File: config.mk
export PLATFORM = sky130hd
export DESIGN_NAME = systolic_edge_feeder_flat
export DESIGN_NICKNAME = d
export VERILOG_FILES = /design/src/rtl/systolic_pkg.sv /design/src/rtl/systolic_edge_feeder_if.sv /design/src/rtl/skew_delay_line.sv /design/src/rtl/systolic_edge_feeder.sv /design/src/flat_wrapper.sv
export SDC_FILE = /design/constraint.sdc
export NUM_CORES = 1
export LEC_CHECK = 0
export CORE_MARGIN = 2
export CORE_UTILIZATION = 48
export DETAILED_ROUTE_END_ITERATION = 10
export PLACE_DENSITY = 0.82
export REMOVE_ABC_BUFFERS = 1
export SYNTH_ARGS = -nofsm -noshare
export SYNTH_HDL_FRONTEND = slang
export SYNTH_SLANG_ARGS = --single-unit
File: constraint.sdc
create_clock -name clk -period 2.1 [get_ports clk]
set_input_delay 0.525 -clock clk [delete_from_list [all_inputs] [get_ports clk]]
set_output_delay 0.525 -clock clk [all_outputs]
set_load 0.02 [all_outputs]
File: src/rtl/systolic_pkg.sv
// -----------------------------------------------------------------------------
// systolic_pkg
// Shared definitions for the INT8 systolic multiply array slice.
//   OPERAND_W      : PE row/column operand width (also the feeder lane width)
//   SUM_W          : PE accumulator width
//   feeder_state_t : control states of systolic_edge_feeder
// -----------------------------------------------------------------------------
package systolic_pkg;

    localparam int unsigned OPERAND_W = 16;
    localparam int unsigned SUM_W     = 32;

    typedef enum logic [1:0] {
        IDLE   = 2'd0,
        STREAM = 2'd1,
        FLUSH  = 2'd2,
        DONE   = 2'd3
    } feeder_state_t;

endpackage

File: src/rtl/systolic_edge_feeder_if.sv
// -----------------------------------------------------------------------------
// systolic_edge_feeder_if
// Bundles the tile-control, upstream valid/ready and PE-edge signals of one
// systolic_edge_feeder instance.
//   master : tile buffer / sequencer side (drives start, k_len, in_valid, in_data)
//   slave  : the feeder (drives in_ready, edge_out, edge_valid, busy, done,
//            underrun and, with SYSTOLIC_FEEDER_UNDERRUN_CNT_EN, underrun_cnt)
// Optional feature macro: SYSTOLIC_FEEDER_UNDERRUN_CNT_EN
// -----------------------------------------------------------------------------
interface systolic_edge_feeder_if #(
    parameter int unsigned N  = 4,
    parameter int unsigned DW = 16,
    parameter int unsigned KW = 8
);

    logic              start;
    logic [KW-1:0]     k_len;
    logic              in_valid;
    logic              in_ready;
    logic [N*DW-1:0]   in_data;
    logic [N*DW-1:0]   edge_out;
    logic [N-1:0]      edge_valid;
    logic              busy;
    logic              done;
    logic              underrun;
`ifdef SYSTOLIC_FEEDER_UNDERRUN_CNT_EN
    logic [15:0]       underrun_cnt;

    modport master (
        output start, k_len, in_valid, in_data,
        input  in_ready, edge_out, edge_valid, busy, done, underrun, underrun_cnt
    );

    modport slave (
        input  start, k_len, in_valid, in_data,
        output in_ready, edge_out, edge_valid, busy, done, underrun, underrun_cnt
    );
`else
    modport master (
        output start, k_len, in_valid, in_data,
        input  in_ready, edge_out, edge_valid, busy, done, underrun
    );

    modport slave (
        input  start, k_len, in_valid, in_data,
        output in_ready, edge_out, edge_valid, busy, done, underrun
    );
`endif

endinterface

File: src/rtl/skew_delay_line.sv
// -----------------------------------------------------------------------------
// skew_delay_line
// Carries one DW-bit data lane plus its valid bit through DEPTH registers.
// DEPTH = 0 degenerates to a plain wire.
//   clk, rst_n           : clock, asynchronous active-low reset (clears to 0)
//   in_data, in_valid    : lane input
//   out_data, out_valid  : lane output, DEPTH cycles later
// -----------------------------------------------------------------------------
module skew_delay_line #(
    parameter int unsigned DEPTH = 1,
    parameter int unsigned DW    = 16
) (
    input  logic          clk,
    input  logic          rst_n,
    input  logic [DW-1:0] in_data,
    input  logic          in_valid,
    output logic [DW-1:0] out_data,
    output logic          out_valid
);

    if (DEPTH == 0) begin : g_wire
        // Clock and reset are not needed by a zero-depth lane.
        logic unused_clk_rst_s;
        assign unused_clk_rst_s = clk ^ rst_n;
        assign out_data  = in_data;
        assign out_valid = in_valid;
    end else begin : g_pipe
        logic [DEPTH-1:0][DW-1:0] data_r;
        logic [DEPTH-1:0]         valid_r;

        // Shift register: stage 0 takes the input, each later stage the previous one.
        always_ff @(posedge clk or negedge rst_n) begin
            if (!rst_n) begin
                data_r  <= '0;
                valid_r <= '0;
            end else begin
                data_r[0]  <= in_data;
                valid_r[0] <= in_valid;
                for (int k = 1; k < DEPTH; k++) begin
                    data_r[k]  <= data_r[k-1];
                    valid_r[k] <= valid_r[k-1];
                end
            end
        end

        assign out_data  = data_r[DEPTH-1];
        assign out_valid = valid_r[DEPTH-1];
    end

endmodule

File: src/rtl/systolic_edge_feeder.sv
// -----------------------------------------------------------------------------
// systolic_edge_feeder
// Upstream edge stage of the systolic array. Accepts k_len N-lane vectors per
// tile over valid/ready and skews them diagonally so lane i reaches the PE edge
// i cycles after lane 0 (latency 1+i from the accepting edge).
//   clk, rst_n : clock, asynchronous active-low reset
//   bus.start, bus.k_len       : tile launch (accepted in IDLE only)
//   bus.in_valid/in_ready/in_data : upstream vector handshake
//   bus.edge_out, bus.edge_valid  : skewed lanes to the PE edge (0 when idle)
//   bus.busy, bus.done, bus.underrun : status
// Optional feature macro: SYSTOLIC_FEEDER_UNDERRUN_CNT_EN adds bus.underrun_cnt,
// a saturating per-tile count of bubble cycles.
// -----------------------------------------------------------------------------
module systolic_edge_feeder
    import systolic_pkg::*;
#(
    parameter int unsigned N     = 4,
    parameter int unsigned DW    = OPERAND_W,
    parameter int unsigned K_MAX = 255,
    parameter int unsigned KW    = $clog2(K_MAX + 1)
) (
    input  logic                 clk,
    input  logic                 rst_n,
    systolic_edge_feeder_if.slave bus
);

    // FLUSH lasts N-1 cycles: the counter is loaded with N-2 and runs to 0.
    localparam int unsigned FW         = (N > 2) ? $clog2(N - 1) : 1;
    localparam int unsigned FLUSH_LOAD = (N > 1) ? (N - 2) : 0;

    feeder_state_t   state_r;
    feeder_state_t   state_s;

    logic [KW-1:0]   klen_q_r;
    logic [KW-1:0]   acc_cnt_r;
    logic [KW-1:0]   klen_clamp_s;
    logic [FW-1:0]   flush_cnt_r;

    logic            start_acc_s;
    logic            accept_s;
    logic            bubble_s;
    logic            last_acc_s;

    logic            in_ready_s;
    logic            busy_s;
    logic            done_s;
    logic            in_ready_r;
    logic            busy_r;
    logic            done_r;
    logic            underrun_r;

    logic [N*DW-1:0] dl_data_s;
    logic [N-1:0]    dl_valid_s;
    logic [N*DW-1:0] edge_out_r;
    logic [N-1:0]    edge_valid_r;

    // Handshake qualifiers and k_len clamp.
    always_comb begin
        start_acc_s = bus.start && (state_r == IDLE);
        accept_s    = (state_r == STREAM) && bus.in_valid && in_ready_r;
        bubble_s    = (state_r == STREAM) && !bus.in_valid;
        last_acc_s  = accept_s && ((acc_cnt_r + KW'(1)) == klen_q_r);
        if (bus.k_len > KW'(K_MAX)) begin
            klen_clamp_s = KW'(K_MAX);
        end else begin
            klen_clamp_s = bus.k_len;
        end
    end

    // State register.
    always_ff @(posedge clk or negedge rst_n) begin
        if (!rst_n) begin
            state_r <= IDLE;
        end else begin
            state_r <= state_s;
        end
    end

    // Next-state logic.
    always_comb begin
        state_s = state_r;
        case (state_r)
            IDLE: begin
                if (start_acc_s) begin
                    if (klen_clamp_s != {KW{1'b0}}) begin
                        state_s = STREAM;
                    end else begin
                        state_s = DONE;
                    end
                end else begin
                    state_s = IDLE;
                end
            end
            STREAM: begin
                if (last_acc_s) begin
                    // A single-lane feeder has nothing left in flight to drain.
                    if (N > 1) begin
                        state_s = FLUSH;
                    end else begin
                        state_s = DONE;
                    end
                end else begin
                    state_s = STREAM;
                end
            end
            FLUSH: begin
                if (flush_cnt_r == {FW{1'b0}}) begin
                    state_s = DONE;
                end else begin
                    state_s = FLUSH;
                end
            end
            DONE: begin
                state_s = IDLE;
            end
            default: begin
                state_s = IDLE;
            end
        endcase
    end

    // Output decode from the next state so the status outputs come straight from flops.
    always_comb begin
        in_ready_s = (state_s == STREAM);
        busy_s     = (state_s != IDLE);
        done_s     = (state_s == DONE);
    end

    // Status output registers.
    always_ff @(posedge clk or negedge rst_n) begin
        if (!rst_n) begin
            in_ready_r <= 1'b0;
            busy_r     <= 1'b0;
            done_r     <= 1'b0;
        end else begin
            in_ready_r <= in_ready_s;
            busy_r     <= busy_s;
            done_r     <= done_s;
        end
    end

    // Tile length latch and accept counter.
    always_ff @(posedge clk or negedge rst_n) begin
        if (!rst_n) begin
            klen_q_r  <= {KW{1'b0}};
            acc_cnt_r <= {KW{1'b0}};
        end else if (start_acc_s) begin
            klen_q_r  <= klen_clamp_s;
            acc_cnt_r <= {KW{1'b0}};
        end else if (accept_s) begin
            acc_cnt_r <= acc_cnt_r + KW'(1);
        end else begin
            acc_cnt_r <= acc_cnt_r;
        end
    end

    // FLUSH down-counter, loaded on the STREAM to FLUSH transition.
    always_ff @(posedge clk or negedge rst_n) begin
        if (!rst_n) begin
            flush_cnt_r <= {FW{1'b0}};
        end else if ((state_r == STREAM) && (state_s == FLUSH)) begin
            flush_cnt_r <= FW'(FLUSH_LOAD);
        end else if ((state_r == FLUSH) && (flush_cnt_r != {FW{1'b0}})) begin
            flush_cnt_r <= flush_cnt_r - FW'(1);
        end else begin
            flush_cnt_r <= flush_cnt_r;
        end
    end

    // Sticky underrun flag: a STREAM cycle without upstream data.
    always_ff @(posedge clk or negedge rst_n) begin
        if (!rst_n) begin
            underrun_r <= 1'b0;
        end else if (start_acc_s) begin
            underrun_r <= 1'b0;
        end else if (bubble_s) begin
            underrun_r <= 1'b1;
        end else begin
            underrun_r <= underrun_r;
        end
    end

`ifdef SYSTOLIC_FEEDER_UNDERRUN_CNT_EN
    logic [15:0] underrun_cnt_r;

    // Saturating per-tile bubble counter.
    always_ff @(posedge clk or negedge rst_n) begin
        if (!rst_n) begin
            underrun_cnt_r <= 16'h0000;
        end else if (start_acc_s) begin
            underrun_cnt_r <= 16'h0000;
        end else if (bubble_s && (underrun_cnt_r != 16'hFFFF)) begin
            underrun_cnt_r <= underrun_cnt_r + 16'h0001;
        end else begin
            underrun_cnt_r <= underrun_cnt_r;
        end
    end

    assign bus.underrun_cnt = underrun_cnt_r;
`endif

    // Per-lane skew. Anything that is not an accepted vector enters as zero with
    // valid low, so bubbles and flush slots present zero operands to the PEs.
    for (genvar i = 0; i < N; i++) begin : g_lane
        logic [DW-1:0] lane_in_s;
        assign lane_in_s = accept_s ? bus.in_data[i*DW +: DW] : {DW{1'b0}};

        skew_delay_line #(
            .DEPTH (i),
            .DW    (DW)
        ) u_delay (
            .clk       (clk),
            .rst_n     (rst_n),
            .in_data   (lane_in_s),
            .in_valid  (accept_s),
            .out_data  (dl_data_s[i*DW +: DW]),
            .out_valid (dl_valid_s[i])
        );
    end

    // Common output register in front of the PE edge.
    always_ff @(posedge clk or negedge rst_n) begin
        if (!rst_n) begin
            edge_out_r   <= {(N*DW){1'b0}};
            edge_valid_r <= {N{1'b0}};
        end else begin
            edge_out_r   <= dl_data_s;
            edge_valid_r <= dl_valid_s;
        end
    end

    assign bus.in_ready   = in_ready_r;
    assign bus.busy       = busy_r;
    assign bus.done       = done_r;
    assign bus.underrun   = underrun_r;
    assign bus.edge_out   = edge_out_r;
    assign bus.edge_valid = edge_valid_r;

endmodule

File: src/flat_wrapper.sv
// flat-port wrapper written by rule: the top's interface ports become plain ports
module systolic_edge_feeder_flat import systolic_pkg::*;
#(
    parameter int unsigned N     = 4,
    parameter int unsigned DW    = OPERAND_W,
    parameter int unsigned K_MAX = 255,
    parameter int unsigned KW    = $clog2(K_MAX + 1)
)
  (clk, rst_n, bus_start, bus_k_len, bus_in_valid, bus_in_data, bus_in_ready, bus_edge_out, bus_edge_valid, bus_busy, bus_done, bus_underrun);
  systolic_edge_feeder_if #(.N(N), .DW(DW), .KW(KW)) bus_i ();
  input  logic clk;
  input  logic rst_n;
  input wire logic [$bits(bus_i.start)-1:0] bus_start;
  input wire logic [$bits(bus_i.k_len)-1:0] bus_k_len;
  input wire logic [$bits(bus_i.in_valid)-1:0] bus_in_valid;
  input wire logic [$bits(bus_i.in_data)-1:0] bus_in_data;
  output wire logic [$bits(bus_i.in_ready)-1:0] bus_in_ready;
  output wire logic [$bits(bus_i.edge_out)-1:0] bus_edge_out;
  output wire logic [$bits(bus_i.edge_valid)-1:0] bus_edge_valid;
  output wire logic [$bits(bus_i.busy)-1:0] bus_busy;
  output wire logic [$bits(bus_i.done)-1:0] bus_done;
  output wire logic [$bits(bus_i.underrun)-1:0] bus_underrun;
  assign bus_i.start = bus_start;
  assign bus_i.k_len = bus_k_len;
  assign bus_i.in_valid = bus_in_valid;
  assign bus_i.in_data = bus_in_data;
  assign bus_in_ready = bus_i.in_ready;
  assign bus_edge_out = bus_i.edge_out;
  assign bus_edge_valid = bus_i.edge_valid;
  assign bus_busy = bus_i.busy;
  assign bus_done = bus_i.done;
  assign bus_underrun = bus_i.underrun;
  systolic_edge_feeder #(.N(N), .DW(DW), .K_MAX(K_MAX), .KW(KW)) u_core (.clk(clk), .rst_n(rst_n), .bus(bus_i));
endmodule
; ---- Yosys cells after proc, flatten, opt, wreduce, memory -nomap -nowiden
; Cells that the tools add are included.
[word_totals]
register_bits = 194
ramBits = 0
memories = 0
latch_bits = 0
rom_bits = 0
[classes]
multipliers = 0
n_eq_ne = 7
reduce_logical = 16
order_cmp = 1
addsub = 2
shifts = 0
n_mux = 16
n_div = 0
n_bitwise = 0
[ops]
columns = cell, count
row1 = two-way mux 16 bit, 4
row2 = two-way mux 8 bit, 3
row3 = two-way mux 2 bit, 5
row4 = nonzero test 2 bit, 5
row5 = "adder 8 x 1 -> 8 bit, second input constant", 1
row6 = "equality test 2 bit, second input constant", 4
row7 = equality test 8 bit, 1
row8 = "> comparator 8 bit, second input constant", 1
row9 = one-hot mux 2 bit (4 select lines), 1
row10 = nonzero test 8 bit, 1
row11 = logical AND 1 bit, 7
row12 = "equality test 2 x 1 -> 1 bit, second input constant", 2
row13 = logical NOT 2 bit, 2
row14 = two-way mux 1 bit, 3
row15 = "subtractor 2 x 1 -> 2 bit, second input constant", 1
row16 = logical NOT 1 bit, 1

; ---- Depth between registers and ports, before layout
[logic_depth]
ltp_word = 9
depth_mapped = 6
mapped_depth_nobuf = 6

; ---- By module
; A second synthesis with hierarchy kept.
[hier_totals]
hier_cells = 415
hier_area_um2 = 6347.3
[by_module_without_submodules]
columns = mod, seq_area_each_um2, area_each_um2, cells_per_inst, n_inst
row1 = systolic_edge_feeder, 2302.2, 3427.0, 264, 1
row2 = skew_delay_line (u_core.g_lane[3].u_delay), 1276.2, 1396.3, 67, 1
row3 = skew_delay_line (u_core.g_lane[2].u_delay), 850.8, 970.9, 50, 1
row4 = skew_delay_line (u_core.g_lane[1].u_delay), 425.4, 425.4, 17, 1
row5 = skew_delay_line (u_core.g_lane[0].u_delay), 0.0, 127.6, 17, 1

; ---- Worst setup path before layout
; OpenSTA, ideal clock, no wires.
[synth_timing]
path_kind = reg-to-reg
start = register u_core.acc_cnt_r[0]
end = register u_core.flush_cnt_r[1]
t_arrival_ns = 1.475
path_stages_with_launch = 7
path_buffers = 0
setup_slack_ns = 0.506
t_required_ns = 1.981
synth_period_minus_slack_ns = 1.594
path_cell_list = dfrtp_1 > ha_1 > inv_1 > a21oi_2 > nor3_1 > o31a_1 > o21a_1
[synth_between]
elab_chain_cells = 8
[synth_rtl]
columns = element, line
row1 = from (decl), systolic_edge_feeder.sv:35  ; logic [KW-1:0] acc_cnt_r;
row2 = from (signal assigned), systolic_edge_feeder.sv:146  ; acc_cnt_r <= {KW{1'b0}};
row3 = from (signal assigned), systolic_edge_feeder.sv:149  ; acc_cnt_r <= {KW{1'b0}};
row4 = from (signal assigned), systolic_edge_feeder.sv:151  ; acc_cnt_r <= acc_cnt_r + KW'(1);
row5 = adder 8 x 1 -> 8 bit *, systolic_edge_feeder.sv:62  ; last_acc_s = accept_s && ((acc_cnt_r + KW'(1)) == klen_q_r);
row6 = equality test 8 bit *, systolic_edge_feeder.sv:62
row7 = logical AND 1 bit *, systolic_edge_feeder.sv:62
row8 = two-way mux 2 bit *, systolic_edge_feeder.sv:95  ; if (last_acc_s) begin
row9 = one-hot mux 2 bit (4 select lines) *, systolic_edge_feeder.sv:82  ; case (state_r)
row10 = equality test 2 bit *, systolic_edge_feeder.sv:161  ; end else if ((state_r == STREAM) && (state_s == FLUSH)) begin
row11 = logical AND 1 bit *, systolic_edge_feeder.sv:161
row12 = two-way mux 2 bit or nonzero test 2 bit (tied branches), n/a
row13 = to (signal assigned), systolic_edge_feeder.sv:160  ; flush_cnt_r <= {FW{1'b0}};
row14 = to (signal assigned), systolic_edge_feeder.sv:162  ; flush_cnt_r <= FW'(FLUSH_LOAD);
row15 = to (signal assigned), systolic_edge_feeder.sv:164  ; flush_cnt_r <= flush_cnt_r - FW'(1);
row16 = to (decl), systolic_edge_feeder.sv:37  ; logic [FW-1:0] flush_cnt_r;
; Mark *: on every way between the ends. The rest lies on a longest branch, timed or not.
; A chain may end at the register's enable or synchronous reset.

; ---- Worst setup path in the final report
[layout_timing]
start = register u_core.underrun_r, in the netlist u_core.bus.underrun
end = output bus_underrun
[layout_lines]
columns = element, line
row1 = from (decl), systolic_edge_feeder.sv:50  ; logic underrun_r;
row2 = from (signal assigned), systolic_edge_feeder.sv:179  ; underrun_r <= underrun_r;
row3 = to (decl), flat_wrapper.sv:22  ; output wire logic [$bits(bus_i.underrun)-1:0] bus_underrun;
; No word-level cell between the ends.

==> flow_metrics.tcl <==
set metrics [dict create \
    outcome "finished, final reports clean" \
    placed_cell_area_sq_um 7600 \
    worst-setup-path-type "flop to output pin" \
    power_density_nw_per_um2 1130 \
    synth_seq_cells 188 \
    dp_slack_ps 6.44 \
    synth_cells 372 \
    p_leak_nw 3.74 \
    nFillCells 840 \
    clkPwrFrac 0.323 \
    drtIter0Drc 307 \
    path_max_fanout 3 \
    netlist_area_sq_um 5890 \
    layout_setup_ws_ps 162 \
    internal_power_mw 6.76 \
    firstDrtPassIters 4 \
    syn2layout_area_growth_pct 38.7 \
    hold_viol_final 0 \
    swShare 0.266 \
    io_pins 148 \
    io_buffers 147 \
    final.setup.tns_ps 0 \
    cts_num_sinks 188 \
    relSlewSlack 0.657 \
    peakVddDrop_v 0.000529 \
    yosys_warnings 0 \
    combPwrFrac 0.192 \
    multi_input_area_sq_um 1100 \
    synth_edf_count 0 \
    synth_xor_area_frac 0.0206 \
    clockBufferDepth 2 \
    vias_per_cell 4.81 \
    place.gp.congestion 0.803 \
    core_sq_um 12000 \
    crit_family "buffers and inverters" \
    routedWlPerCell_um 15.1 \
    clk_pin_slew_ps 60 \
    clock.fmax_ghz 0.516 \
    slowest_stage "clkdlybuf4s50_1" \
    cts_tree "built" \
    reg2reg_to "u_core.flush_cnt_r[0]$_DFFE_PN0P_" \
    synth_area_leaders "dfrtp_1 80%, and2_1 6.9%, mux2_2 1.5%, xnor2_1 1.3%, o21ai_0 1.2%" \
    worstRegToRegCells 6 \
    cp-start-kind "flop" \
    drc 0 \
    dp_cells 664 \
    reg2reg_slack_ps 230 \
    synthAdderAreaFrac 0.00425 \
    slew_violations 0 \
    num_vias 3347 \
    core.rowCount 40 \
    syn_area_per_cell_sq_um 15.8 \
    critical-path-max-stage-delay_ps 620 \
    clock_latency_ps 410 \
    grt_max_degree 60 \
    synthSimpleGateAreaFrac 0.110 \
    synth_top_family_by_area "simple AND/OR/NAND/NOR gates" \
    synth_top_cell_area_share 0.799 \
    cts_root_buf "clkbuf_16" \
    path_cells "clkdlybuf4s50_1" \
    ant_nets 0 \
    post-route-period-util 0.923 \
    worstPathRequired_ps 1570 \
    cts_hold_buf 0 \
    nets 614 \
    ys_async_sr_fraction 1.00 \
    seqPwrFrac 0.485 \
    path_buf_inv 1 \
    stdcell_area_sq_um 8170 \
    drive_gt1_frac 0.106 \
    cts_resized 0 \
    cts_max_level 4 \
    dp_hpwl_um 7360 \
    setup_viol 0 \
    yosysTopAreaCell "dfrtp_1" \
    track_usage 0.175 \
    synthFlopType "dfrtp_1" \
    die_area_sq_um 13200 \
    synth.area.mux_share 0.0153 \
    fp.dieW_um 115 \
    ff_latch_area_sq_um 4700 \
    synth_seq_area_share 0.799 \
    worst_pin_slew_ps 513 \
    routed_wl_um 10500 \
    synth_compound_area_frac 0.0365 \
    drv_cap 0 \
    end_kind "output pin" \
    grt_pass1_vias 3570 \
    hp-class "primary input to async pin" \
    synth.top_cells.by_count "188 x dfrtp_1, 65 x and2_1, 14 x o21ai_0, 13 x nand2_1, 10 x nor2_1" \
    gr-total-overflow 0 \
    antenna_found_initial 1 \
    synthMostInstantiatedCell "dfrtp_1" \
    cts_made_buffers 17 \
    min_period_ps 1940 \
    ys_types 41 \
    rsz0062_at_grt "no" \
    grt_first_pass_wirelength_um 17400 \
    start_util 0.490 \
    antenna_cells 0 \
    r2r_start "u_core.acc_cnt_r[0]$_DFFE_PN0P_" \
    skew_ps 5.00 \
    die_y_um 115 \
    arrival_ps 1410 \
    p_switching_mw 2.45 \
    cts_setup_buffers 0 \
    fin_cells 696 \
]
==> layout by cell type (no fill, tap or decap), types with 3 or more instances in the layout <==
cell,count
nor2_1,10
nor4_1,3
inv_1,5
o21ai_1,3
clkbuf_16,17
xor2_1,3
xnor2_1,9
buf_4,7
mux2_2,8
nand3_1,5
o21ai_0,14
a21oi_1,3
nand2_1,13
clkbuf_8,7
clkinv_4,3
buf_12,3
and2_1,65
clkdlybuf4s50_1,146
dfrtp_1,188
==> flip-flops by register name (all words and copies together), names as in the netlist <==
signal / flops
u_core.bus.edge_out: 64
u_core.g_lane.u_delay.out_data: 48
u_core.g_lane.u_delay.g_pipe.data_r: 48
u_core.acc_cnt_r: 8
u_core.klen_q_r: 8
u_core.bus.edge_valid: 4
u_core.flush_cnt_r: 2
u_core.state_r: 2
u_core.bus.busy: 1
u_core.bus.done: 1
u_core.bus.in_ready: 1
u_core.bus.underrun: 1
==> metal layers <==
layer  global-route usage  part of all wire  vias to the layer above
li1                     -                 -                     1537
met1                0.202              0.37                     1660
met2                0.290              0.53                      130
met3               0.0706             0.080                       18
met4               0.0819             0.023                        2
met5                    0            0.0012                        -
==> per-stage QoR <==
stage / hold slack (ps) / util / total power [mW]
2_1_floorplan: 229 / - / 5.39
3_3_place_gp: 332 / 0.632 / 6.21
3_5_place_dp: 335 / 0.632 / 6.30
4_1_cts: 55.1 / 0.680 / 9.30
5_1_grt: 67.9 / 0.680 / 9.66
6_report: 57.2 / 0.680 / 9.20
==> cell families after synthesis <==
kind of cell	count (synthesis)
buffers and inverters	18
XOR/XNOR	13
AO/OA/AOI/OAI	35
flip-flops	188
adder cells (fa/ha/maj)	2
multiplexers	8
AND/OR/NAND/NOR	108
==> how the worst max path moves through the flow <==
stage                                          from                           endpoint  slack (ps)  cells after the start
floorplan                              bus_in_valid    u_core.acc_cnt_r[5]$_DFFE_PN0P_         140                      5
global placement                       bus_in_valid        u_core.state_r[0]$_DFF_PN0_         160                      6
detailed placement                     bus_in_valid  u_core.flush_cnt_r[0]$_DFFE_PN0P_           6                      6
CTS                 u_core.bus.underrun$_DFFE_PN0P_                       bus_underrun         150                      1
global route        u_core.bus.underrun$_DFFE_PN0P_                       bus_underrun         110                      1
finish              u_core.bus.underrun$_DFFE_PN0P_                       bus_underrun         160                      1
==> power by group through the flow <==
stage | Sequential, mW | Combinational [mW] | Clock (mW)
floorplan | 4.70 | 0.685 | 0
global placement | 4.49 | 1.72 | 0
detailed placement | 4.54 | 1.76 | 0
CTS | 4.48 | 1.78 | 3.04
global route | 4.53 | 1.91 | 3.22
finish | 4.47 | 1.76 | 2.97
==> final cells by class <==
cell class / count / share of cell area
Clock inverter: 7 / 0.00674
Clock buffer: 25 / 0.0631
Sequential cell: 188 / 0.576
Timing Repair Buffer: 157 / 0.194
Multi-Input combinational cell: 166 / 0.134
Tap cell: 147 / 0.0225
Inverter: 6 / 0.00276
No activity file was read; power rests on OpenSTA's default activity.
